**config.mk**
```make
export PLATFORM = sky130hd
export DESIGN_NAME = subtractor_serial_nbit
export DESIGN_NICKNAME = d
export VERILOG_FILES = /design/src/rtl/subtractor_serial_nbit_pkg.sv /design/src/rtl/full_subtractor_df.sv /design/src/rtl/subtractor_serial_nbit.sv
export SDC_FILE = /design/constraint.sdc
export NUM_CORES = 1
export LEC_CHECK = 0
export BUFFER_PORTS_ARGS = -buffer_cell sky130_fd_sc_hd__buf_2
export CAP_MARGIN = 40
export CORE_MARGIN = 1
export CORE_UTILIZATION = 52
export DETAILED_ROUTE_END_ITERATION = 8
export PLACE_DENSITY = 0.78
export SETUP_SLACK_MARGIN = 0.3
export SYNTH_ARGS = -nofsm -noshare
export SYNTH_HDL_FRONTEND = slang
export SYNTH_SLANG_ARGS = --single-unit
```
**constraint.sdc**
```tcl
create_clock -name clk -period 1.65 [get_ports clk]
set_input_delay 0.4125 -clock clk [delete_from_list [all_inputs] [get_ports clk]]
set_output_delay 0.4125 -clock clk [all_outputs]
set_load 0.02 [all_outputs]
```
**src/rtl/subtractor_serial_nbit_pkg.sv**
```systemverilog
`default_nettype none
// ============================================================================
// Module   : subtractor_serial_nbit_pkg
// Brief    : State encodings and counter sizing for the bit-serial subtractor.
// Revision : 1.0 - initial release
// ============================================================================
package subtractor_serial_nbit_pkg;

    typedef enum logic [1:0] {
        S_IDLE = 2'd0,
        S_RUN  = 2'd1,
        S_DONE = 2'd2
    } state_t;

    // Bit counter only needs to reach WIDTH-1.
    function automatic int cnt_width(input int width);
        return (width > 2) ? $clog2(width) : 1;
    endfunction

endpackage
`default_nettype wire

```
**src/rtl/full_subtractor_df.sv**
```systemverilog
`default_nettype none
// ============================================================================
// Module   : full_subtractor_df
// Brief    : Combinational 1-bit full subtractor, dataflow form.
// Revision : 1.0 - initial release
// ============================================================================
module full_subtractor_df (
    output logic d,
    output logic bo,
    input  logic a,
    input  logic b,
    input  logic bi
);

    assign d  = a ^ b ^ bi;
    assign bo = (~a & b) | (~(a ^ b) & bi);

endmodule
`default_nettype wire

```
**src/rtl/subtractor_serial_nbit.sv**
```systemverilog
`default_nettype none
// ============================================================================
// Module   : subtractor_serial_nbit
// Brief    : Bit-serial N-bit subtractor d = a - b - bi, LSB first.
// Revision : 1.0 - initial release
// ============================================================================
module subtractor_serial_nbit
    import subtractor_serial_nbit_pkg::*;
#(
    parameter int WIDTH = 4
) (
    input  logic             clk,
    input  logic             rst,
    input  logic             start,
    input  logic [WIDTH-1:0] a,
    input  logic [WIDTH-1:0] b,
    input  logic             bi,
    output logic             busy,
    output logic             done,
    output logic [WIDTH-1:0] d,
    output logic             bo,
    output logic             ovf
);

    localparam int              CW         = cnt_width(WIDTH);
    localparam logic [CW-1:0]   c_last_cnt = CW'(WIDTH - 1);

    state_t           state;
    state_t           state_nxt;
    logic [WIDTH-1:0] ra;
    logic [WIDTH-1:0] rb;
    logic [WIDTH-1:0] rs;
    logic             br;
    logic             sa;
    logic             sb;
    logic [CW-1:0]    cnt;

    logic             w_diff;
    logic             w_bo;
    logic             w_last;
    logic             w_accept;

    full_subtractor_df u_cell (
        .d  (w_diff),
        .bo (w_bo),
        .a  (ra[0]),
        .b  (rb[0]),
        .bi (br)
    );

    assign w_last   = (cnt == c_last_cnt);
    assign w_accept = (state != S_RUN) && start;
    assign busy     = (state == S_RUN);
    assign done     = (state == S_DONE);

    always_ff @(posedge clk) begin
        if (rst) begin
            state <= S_IDLE;
        end else begin
            state <= state_nxt;
        end
    end

    always_comb begin
        state_nxt = state;
        case (state)
            S_IDLE, S_DONE: state_nxt = start ? S_RUN : S_IDLE;
            S_RUN:          state_nxt = w_last ? S_DONE : S_RUN;
            default:        state_nxt = S_IDLE;
        endcase
    end

    // Operand shifters, borrow flop and result capture.
    always_ff @(posedge clk) begin
        if (rst) begin
            ra  <= '0;
            rb  <= '0;
            rs  <= '0;
            br  <= 1'b0;
            sa  <= 1'b0;
            sb  <= 1'b0;
            cnt <= '0;
            d   <= '0;
            bo  <= 1'b0;
            ovf <= 1'b0;
        end else if (w_accept) begin
            ra  <= a;
            rb  <= b;
            br  <= bi;
            sa  <= a[WIDTH-1];
            sb  <= b[WIDTH-1];
            cnt <= '0;
        end else if (state == S_RUN) begin
            ra  <= ra >> 1;
            rb  <= rb >> 1;
            br  <= w_bo;
            rs  <= {w_diff, rs[WIDTH-1:1]};
            cnt <= cnt + 1'b1;
            if (w_last) begin
                // Final bit is the result MSB, so it feeds the overflow term directly.
                d   <= {w_diff, rs[WIDTH-1:1]};
                bo  <= w_bo;
                ovf <= (sa ^ sb) & (sa ^ w_diff);
            end
        end
    end

endmodule
`default_nettype wire

```
==> results.sh, run 1 <==
export IMPL_die_area_um2=2107
export IMPL_critical_path_class="flop to primary output"
export IMPL_cts_htree_levels=1
export IMPL_yosysUniqueCellTypes=25
export IMPL_diodes=0
export IMPL_chipWidth_um=45.90
export IMPL_multi_input_area_um2=462.9
export IMPL_netlist_area_um2=1002
export IMPL_drt_initial_drc_count=18
export IMPL_place_area_um2=1092
export IMPL_fp_coreArea_um2=1764
export IMPL_synthTopCellsByCount="dfxtp_1, a21oi_1, nand2_1, mux2i_1, nor2_1"
export IMPL_final_layout_size_suffix_gt1_share_pct=28.13
export IMPL_cell_internal_pwr_mw=0.9315
export IMPL_irDropWorstVdd_uv=663.4
export IMPL_syn_inst=107
export IMPL_syn_nets=121
export IMPL_initial_core_util_pct=56.81
export IMPL_regArea_um2=484.2
export IMPL_totalPowerFinal_mw=1.216
export IMPL_cts_inserted_buffers=3
export IMPL_area_delta_synth_final_pct=19.23
export IMPL_synthArstFlopShare_pct=0
export IMPL_timing_fmax_ghz=0.7121
export IMPL_placement_rows=15
export IMPL_via_per_inst=5.314
export IMPL_start_kind="flop"
export IMPL_grt_setup_unrepaired="true"
export IMPL_fin_setup_tns_ns=0
export IMPL_synth_area_per_cell_um2=9.366
export IMPL_hold_class="primary input to flop"
export IMPL_switchingPower_mw=0.2844
export IMPL_grt_pass1_vias=728
export IMPL_n_fill_cell=153
export IMPL_wl_per_cell_um=12.80
export IMPL_synth_edff_count=0
export IMPL_cts_sinks=24
export IMPL_clockBufferDepth=2
export IMPL_finalCritPeriodShare_pct=85.11
export IMPL_powerDensity_nw_per_um2=1018
export IMPL_leakagePower_nw=0.5211
export IMPL_nets=143
export IMPL_grt_max_degree=25
export IMPL_clk_pin_slew_worst_paths_ns=0.14
export IMPL_clockRootBuffer="clkbuf_4"
export IMPL_holdBufCountCts=0
export IMPL_yosys_warnings=0
export IMPL_design_area_um2=1195
export IMPL_die_h_um=45.90
export IMPL_port_buffer_count=19
export IMPL_synth_ff_type="dfxtp_1"
export IMPL_drtPass1Iterations=4
export IMPL_hold_violations=0
export IMPL_track_usage_pct=22.27
export IMPL_num_vias=813
export IMPL_finalMaxSlewViolations=0
export IMPL_p_seq_share_pct=51.8
export IMPL_synth_area_top_cells="dfxtp_1, mux2i_1, a21oi_1"
export IMPL_clkPwrFrac_pct=34.5
export IMPL_worstSkewPairLatency_ns=0.31
export IMPL_ant_nets=0
export IMPL_synth_most_common_cell="dfxtp_1"
export IMPL_period_needed_ns=1.404
export IMPL_power_switching_share_pct=23.39
export IMPL_tritoncts="done"
export IMPL_dpl_hpwl_um=1246
export IMPL_worstMarginPinSlew_ns=0.4264
export IMPL_worstPathRequired_ns=1.24
export IMPL_place_gp_congestion=0.7033
export IMPL_grt_pass1_wl_um=3346
export IMPL_relSlewSlack_pct=71.57
export IMPL_critPathCaptureType="primary output"
export IMPL_status="completed"
export IMPL_io_pins=20
export IMPL_grt_ovfl_total=0
export IMPL_setup_viol=0
export IMPL_synth_top_area_cell="dfxtp_1"
export IMPL_p_comb_share_pct=13.6
export IMPL_synth_seq_cells=24
export IMPL_drt_wl_total_um=1959
export IMPL_arrival_ns=0.99
export IMPL_synth_top_area_share_pct=47.94
export IMPL_worstPathMaxFanout=3
export IMPL_max_cap_violations=0
export IMPL_yosysSeqAreaShare_pct=47.94
export IMPL_worst_clock_skew_ns=0.01725
export IMPL_drc=0
export IMPL_antenna_found_initial=0
registers in the layout (all words and copies together) (netlist names):
name / cells
ovf: 1
bo: 1
sb: 1
ra: 4
d: 4
rs: 3
cnt: 2
rb: 4
br: 1
state: 2
sa: 1
per-layer routing:
metal	up-vias	track usage, %	share of wire, %
li1	414	-	-
met1	387	32.59	50
met2	10	33.24	47
met3	2	3.571	2.0
met4	0	7.059	0.66
met5	-	0	0
worst max-delay path, cell delays in order, from the launching register on:
cell      delay, ns
dfxtp_2        0.35
nand2b_4       0.16
inv_8          0.06
buf_6          0.10
cell families (layout without fill, tap and decap cells):
family          count (synthesis)  after routing  share of synthesized area [%]
fa+ha+maj                       2              2                          3.246
mux                             9              9                          8.989
flops                          24             24                          47.94
simple gates                   37             37                          17.98
compound gates                 24             24                          14.98
buf+inv                        11             32                          6.867
cell type report:
| class | instances | area share [%] |
|---|---|---|
| Tap cell | 25 | 2.618 |
| Multi-Input combinational cell | 72 | 38.74 |
| Clock inverter | 1 | 2.513 |
| Timing Repair Buffer | 24 | 11.83 |
| Inverter | 4 | 1.885 |
| Sequential cell | 24 | 40.52 |
| Clock buffer | 3 | 1.885 |
power groups by stage:
stage / clock (mW) / sequential [mW] / combinational [mW]
finish: 0.420 / 0.630 / 0.166
CTS: 0.424 / 0.630 / 0.161
floorplan: 0 / 0.637 / 0.112
global placement: 0 / 0.640 / 0.135
detailed placement: 0 / 0.641 / 0.138
global route: 0.452 / 0.634 / 0.184
cells in the final DEF, fill, tap and decap left out, types with 2 or more instances in the layout:
master    Yosys  final
mux2i_1       9      9
clkbuf_4      0      3
buf_2         2     17
nor3_1        4      3
o21ai_0       2      2
dfxtp_2       0      3
nor2_1        9      9
a21oi_1      12     12
a211oi_1      7      7
inv_1         3      2
nand2_1      11     11
buf_4         0      6
dfxtp_1      24     21
nand3_1       7      7
per-stage QoR:
stage	hold WS, ns	setup slack [ns]	instances	utilization [%]
2_1_floorplan	0.4366	0.3132	107	-
3_3_place_gp	0.4402	0.2634	146	61.91
3_5_place_dp	0.4447	0.2217	146	61.91
4_1_cts	0.3502	0.2413	152	67.31
5_1_grt	0.3560	0.1727	153	67.73
6_report	0.3513	0.2457	153	67.73
final timing paths:
path                             to  slack, ns           startpoint  cells past startpoint
hold / removal      sb$_SDFFE_PP0P_       0.35                 b[3]                      3
setup / recovery               busy       0.25  state[1]$_SDFF_PP0_                      3
hold reg to reg   d[1]$_SDFFE_PP0P_       0.46    d[1]$_SDFFE_PP0P_                      2
setup reg to reg   ovf$_SDFFE_PP0P_       0.27   rb[0]$_SDFFE_PP0P_                      5
repair_timing:
action | 4_1_cts | 5_1_grt
setup endpoints to repair | 3 | 5
hold endpoints to repair | 0 | 0
gates resized for setup | 11 | 0
pin swaps | 3 | 1
setup buffers | 2 | 1
No activity file was read; power rests on OpenSTA's default activity.
==> run 2, diff against run 1 <==
==> constraint.sdc (replaced) <==
create_clock -name clk -period 1.65 [get_ports clk]
set_input_delay 0.4125 -clock clk [delete_from_list [all_inputs] [get_ports clk]]
set_output_delay 0.4125 -clock clk [all_outputs]
set_load 0.05 [all_outputs]
==> run 2 against run 1 <==
Worst setup slack lost 0.0081 ns. Sequential share of layout area fell by 0.17 points. Power down 10%. Global-route usage decreased by 1.8 points. Utilization up 0.64 points. Critical endpoint unchanged. Largest cell class unchanged. Highest routed layer unchanged.
==> results.sh, run 2 (synthesis gave the netlist of run 1 again) <==
export IMPL_status="completed"
export IMPL_num_vias=811
export IMPL_endpoint="busy"
export IMPL_chipWidth_um=45.90
export IMPL_worstReg2RegStart="rb[0]$_SDFFE_PP0P_"
export IMPL_drt_wl_total_um=1889
export IMPL_powerDensity_nw_per_um2=906.0
export IMPL_ant_nets=0
export IMPL_cts_sinks=24
export IMPL_nets=141
export IMPL_area_delta_synth_final_pct=20.35
export IMPL_drc=0
export IMPL_worst_clock_skew_ns=0.002683
export IMPL_slowest_stage="dfxtp_2"
export IMPL_place_gp_congestion=0.7276
export IMPL_fin_setup_tns_ns=0
export IMPL_ff2ff_path_depth=5
export IMPL_worstMarginPinSlew_ns=0.4416
export IMPL_clk_pin_slew_worst_paths_ns=0.13
export IMPL_drt_initial_drc_count=24
export IMPL_crit_chain="nand2b_4, inv_4, buf_8"
export IMPL_final_common_cell="dfxtp_1"
export IMPL_fp_coreArea_um2=1764
export IMPL_clockBufferDepth=2
export IMPL_relSlewSlack_pct=70.56
export IMPL_leakagePower_nw=0.5053
export IMPL_port_buffer_count=19
export IMPL_placement_rows=15
export IMPL_clockRootBuffer="clkbuf_4"
export IMPL_initial_core_util_pct=56.81
export IMPL_grtUsageMet3_pct=3.571
export IMPL_period_needed_ns=1.412
export IMPL_grt_max_degree=25
export IMPL_antenna_found_initial=0
export IMPL_drtPass1Iterations=4
export IMPL_cpPeakStageDelay_ns=0.35
export IMPL_globalRouteMet2Util_pct=29.30
export IMPL_die_area_um2=2107
export IMPL_cts_inserted_buffers=3
export IMPL_finalCritPeriodShare_pct=85.60
export IMPL_critPathCaptureType="primary output"
export IMPL_via_per_inst=5.371
export IMPL_worstSkewPairLatency_ns=0.30
export IMPL_dpl_hpwl_um=1243
export IMPL_r2r_slack_ns=0.25
export IMPL_irDropWorstVdd_uv=602.1
export IMPL_worstPathMaxFanout=3
export IMPL_grt_busiest_layer="met1"
export IMPL_place_ws_ns=0.2231
export IMPL_holdPathStages=3
export IMPL_most_common_layout_cells="dfxtp_1, a21oi_1, nand2_1, buf_2"
export IMPL_final_layout_size_suffix_gt1_share_pct=29.37
export IMPL_track_usage_pct=20.48
export IMPL_die_h_um=45.90
export IMPL_hold_violations=0
export IMPL_grt_pass1_vias=700
export IMPL_grt_ovfl_total=0
export IMPL_diodes=0
export IMPL_tritoncts="done"
export IMPL_critPathLaunch="state[1]$_SDFF_PP0_"
export IMPL_start_kind="flop"
export IMPL_holdBufCountCts=0
export IMPL_arrival_ns=1.00
export IMPL_cts_htree_levels=1
export IMPL_io_pins=20
export IMPL_wl_per_cell_um=12.51
export IMPL_finalMaxSlewViolations=0
export IMPL_timing_fmax_ghz=0.7080
export IMPL_worstPathRequired_ns=1.24
export IMPL_critical_path_class="flop to primary output"
export IMPL_hold_class="primary input to flop"
export IMPL_use_met1_pct=30.56
export IMPL_cts_setup_buffers=0
export IMPL_fin_ws_ns=0.2376
export IMPL_r2r_end="ovf$_SDFFE_PP0P_"
export IMPL_max_cap_violations=0
export IMPL_largestRegisters="d: 4 flops, ra: 4 flops, rb: 4 flops"
export IMPL_grt_pass1_wl_um=3105
export IMPL_setup_viol=0
export IMPL_grt_setup_unrepaired="true"
==> run 2: changes by cell type in the layout (fill, tap and decap cells not counted), moves of 2 or more <==
cell	change
buf_2	-6
buf_4	-2
buf_6	+2
clkbuf_4	+3
==> run 2: worst min path at each step <==
stage                    endpoint  slack [ns]          startpoint
4_1_cts           sa$_SDFFE_PP0P_        0.35                a[3]
5_1_grt           sb$_SDFFE_PP0P_        0.36                b[3]
3_5_place_dp    d[2]$_SDFFE_PP0P_        0.45   d[2]$_SDFFE_PP0P_
3_3_place_gp    d[0]$_SDFFE_PP0P_        0.44   d[0]$_SDFFE_PP0P_
2_1_floorplan  rs[1]$_SDFFE_PP0P_        0.44  rs[1]$_SDFFE_PP0P_
6_report          sa$_SDFFE_PP0P_        0.36                a[3]
==> run 2: final cells by class <==
class                           instances  area [µm²]
Inverter                                4       17.52
Tap cell                               25       31.28
Fill cell                             172       558.0
Clock buffer                            4       36.28
Timing Repair Buffer                   22       156.4
Multi-Input combinational cell         72       478.0
Sequential cell                        24       486.7
==> run 2: what timing repair did <==
action,in CTS,in global routing
pin swaps,3,0
setup endpoints to repair,5,9
resized for setup,13,11
==> run 2: worst max-delay path: cells and delay by family (launching register included) <==
| kind | cells | cell delay, ns |
|---|---|---|
| buffers and inverters | 2 | 0.19 |
| flip-flops | 1 | 0.35 |
| AND/OR/NAND/NOR | 1 | 0.15 |
==> run 2: through the flow <==
step           power [mW]  hold WS (ns)  util (%)  std cells  area, µm²
6_report            1.093        0.3627     68.37        151       1206
3_5_place_dp       0.7875        0.4470     62.48        147       1102
5_1_grt             1.156        0.3585     68.37        151       1206
4_1_cts             1.095        0.3524     66.60        151       1175
2_1_floorplan      0.7546        0.4366         -        107       1005
3_3_place_gp       0.7839        0.4401     62.48        147       1102
==> run 2: power breakdown <==
part	switching [mW]	internal (mW)	total (mW)	leakage, nW
Clock	0.169	0.135	0.304	0.0210
Sequential	0.0208	0.610	0.631	0.198
Combinational	0.0896	0.0685	0.158	0.287
Total	0.280	0.813	1.09	0.505
==> run 2: metal layers <==
layer	vias to the layer above	wire length [µm]	part of all wire (%)
li1	414	-	-
met3	2	93	4.9
met2	27	880	47
met1	368	899	48
met4	0	15	0.79
met5	-	0	0
==> run 3, diff against run 2 <==
- ABC_AREA: not set -> 1
- CTS_CLUSTER_DIAMETER: not set -> 50
==> run 3 against run 2 <==
Sequential cell count unchanged. Critical path type unchanged. Global-route usage increased by 1.9 points. Design area increased by 3.6%. Fmax decreased by 2.7%. Largest power group unchanged. Non-clock buffer count increased by 1. Register-to-register slack improved by 0.09 ns. Highest routed layer unchanged. Wire length increased by 15%. Clock skew increased by 0.0093 ns.
==> results.sh, run 3 <==
export IMPL_die_h_um=46.83
export IMPL_finalCritPeriodShare_pct=87.98
export IMPL_yosys_warnings=0
export IMPL_worstSkewPairLatency_ns=0.32
export IMPL_holdBufCountCts=0
export IMPL_period_needed_ns=1.452
export IMPL_wl_per_cell_um=11.78
export IMPL_status="completed"
export IMPL_synthTopCellsByCount="nand3_1, nand2_1, dfxtp_1, inv_1, nor2_1"
export IMPL_grt_ovfl_total=0
export IMPL_final_common_cell="nand3_1"
export IMPL_yosysUniqueCellTypes=19
export IMPL_largestRegisters="d: 4 flops, ra: 4 flops, rb: 4 flops"
export IMPL_via_per_inst=5.238
export IMPL_highest_layer="met4"
export IMPL_grt_max_degree=23
export IMPL_design_area_um2=1250
export IMPL_synthArstFlopShare_pct=0
export IMPL_fp_coreArea_um2=1802
export IMPL_drtPass1Iterations=5
export IMPL_irDropWorstVdd_uv=638.4
export IMPL_final_layout_size_suffix_gt1_share_pct=26.25
export IMPL_most_common_layout_cells="nand3_1, nand2_1, dfxtp_1, inv_1, nor2_1"
export IMPL_max_cap_violations=0
export IMPL_hold_class="primary input to flop"
export IMPL_path_depth=3
export IMPL_port_buffer_count=19
export IMPL_drt_wl_total_um=2179
export IMPL_wl_met3_um=115
export IMPL_timing_fmax_ghz=0.6889
export IMPL_wl_met2_um=1224
export IMPL_placement_rows=15
export IMPL_area_delta_synth_final_pct=19.64
export IMPL_grt_pass1_vias=829
export IMPL_worst_clock_skew_ns=0.01199
export IMPL_synth_seq_cells=24
export IMPL_worstReg2RegStart="rb[0]$_SDFFE_PP0P_"
export IMPL_nets=175
export IMPL_num_vias=969
export IMPL_netlist_area_um2=1045
export IMPL_cts_inserted_buffers=3
export IMPL_r2r_end="ovf$_SDFFE_PP0P_"
export IMPL_synth_most_common_cell="nand3_1"
export IMPL_grt_setup_unrepaired="true"
export IMPL_ff2ff_path_depth=6
export IMPL_worstPathRequired_ns=1.24
export IMPL_leakagePower_nw=0.6398
export IMPL_r2r_slack_ns=0.34
export IMPL_synth_top_area_cell="dfxtp_1"
export IMPL_place_gp_congestion=0.7838
export IMPL_wl_met1_um=807
export IMPL_tritoncts="done"
export IMPL_setup_viol=0
export IMPL_start_kind="flop"
export IMPL_track_usage_pct=22.39
export IMPL_slowest_stage="dfxtp_4"
export IMPL_fin_setup_tns_ns=0
export IMPL_arrival_ns=1.04
export IMPL_synth_area_top_cells="dfxtp_1, nand3_1, nand2_1"
export IMPL_drc=0
export IMPL_utilization_pct=69.38
export IMPL_chipWidth_um=46.83
export IMPL_syn_inst=139
export IMPL_critPathCaptureType="primary output"
export IMPL_holdWs_ns=0.2327
export IMPL_place_area_um2=1145
export IMPL_clockBufferDepth=2
export IMPL_synth_ff_type="dfxtp_1"
export IMPL_powerDensity_nw_per_um2=878.3
export IMPL_critical_path_class="flop to primary output"
export IMPL_grt_pass1_wl_um=3429
export IMPL_synth_area_per_cell_um2=7.516
export IMPL_clk_pin_slew_worst_paths_ns=0.13
export IMPL_ant_nets=0
export IMPL_drt_initial_drc_count=18
export IMPL_dpl_hpwl_um=1463
export IMPL_endpoint="busy"
export IMPL_cpPeakStageDelay_ns=0.40
export IMPL_critPathBufInv=2
export IMPL_initial_core_util_pct=57.99
export IMPL_synth_top_area_share_pct=45.99
export IMPL_cp_top_family="flip-flops"
export IMPL_clockRootBuffer="clkbuf_4"
export IMPL_antenna_found_initial=0
export IMPL_worstPathMaxFanout=3
export IMPL_crit_chain="inv_4, nor2_4, buf_8"
export IMPL_yosysSeqAreaShare_pct=45.99
export IMPL_diodes=0
export IMPL_critPathLaunch="state[0]$_SDFF_PP0_"
export IMPL_die_area_um2=2193
export IMPL_relSlewSlack_pct=83.34
export IMPL_hold_violations=0
export IMPL_syn_nets=153
export IMPL_io_pins=20
export IMPL_cts_htree_levels=1
export IMPL_cts_sinks=24
export IMPL_worstMarginPinSlew_ns=0.2497
export IMPL_finalMaxSlewViolations=0
export IMPL_synth_edff_count=0
==> run 3: cells by family (layout without fill, tap and decap cells) <==
logic type               count (synthesis)  in the layout  share of synthesized area, %
buffers and inverters                   25             46                         11.02
adder cells (fa/ha/maj)                  2              2                         3.114
flip-flops                              24             24                         45.99
AO/OA/AOI/OAI                           12             12                         5.749
XOR/XNOR                                 1              1                        0.8385
AND/OR/NAND/NOR                         75             75                         33.29
==> run 3: layout make-up <==
class | instances | area (µm²)
Timing Repair Buffer | 23 | 156.4
Sequential cell | 24 | 490.5
Fill cell | 177 | 551.8
Multi-Input combinational cell | 90 | 461.7
Clock buffer | 4 | 36.28
Tap cell | 25 | 31.28
Inverter | 19 | 73.82
==> run 3: stage by stage <==
stage	worst slack, ns	power, mW	instances
4_1_cts	0.2188	1.089	184
6_report	0.1983	1.098	185
5_1_grt	0.1444	1.158	185
3_3_place_gp	0.3649	0.7756	179
2_1_floorplan	0.3910	0.7504	139
3_5_place_dp	0.3067	0.7840	179
==> run 3: report_power, final <==
| part | switching [mW] | internal (mW) | total [mW] | leakage (nW) |
|---|---|---|---|---|
| clock | 0.172 | 0.135 | 0.307 | 0.0210 |
| sequential | 0.0191 | 0.607 | 0.626 | 0.198 |
| combinational | 0.0985 | 0.0662 | 0.165 | 0.421 |
==> run 3: worst min-delay path by stage <==
stage	from	slack, ns	depth (start not counted)	endpoint
floorplan	rs[2]$_SDFFE_PP0P_	0.44	2	d[1]$_SDFFE_PP0P_
global placement	rs[2]$_SDFFE_PP0P_	0.45	2	d[1]$_SDFFE_PP0P_
detailed placement	rs[3]$_SDFFE_PP0P_	0.45	2	d[2]$_SDFFE_PP0P_
CTS	rst	0.23	2	state[0]$_SDFF_PP0_
global route	rst	0.21	2	state[0]$_SDFF_PP0_
finish	rst	0.23	2	state[0]$_SDFF_PP0_
==> run 3: per-layer routing <==
| metal | global-route usage [%] | vias to the layer above |
|---|---|---|
| met3 | 5.769 | 6 |
| met2 | 43.06 | 37 |
| li1 | - | 481 |
| met5 | 0 | - |
| met1 | 23.33 | 445 |
| met4 | 7.429 | 0 |
==> run 3: repair_timing <==
action,4_1_cts,5_1_grt
endpoints found under the setup margin,4,11
setup buffers,1,1
cloned,0,0
pin swaps,1,3
gates resized for setup,8,17
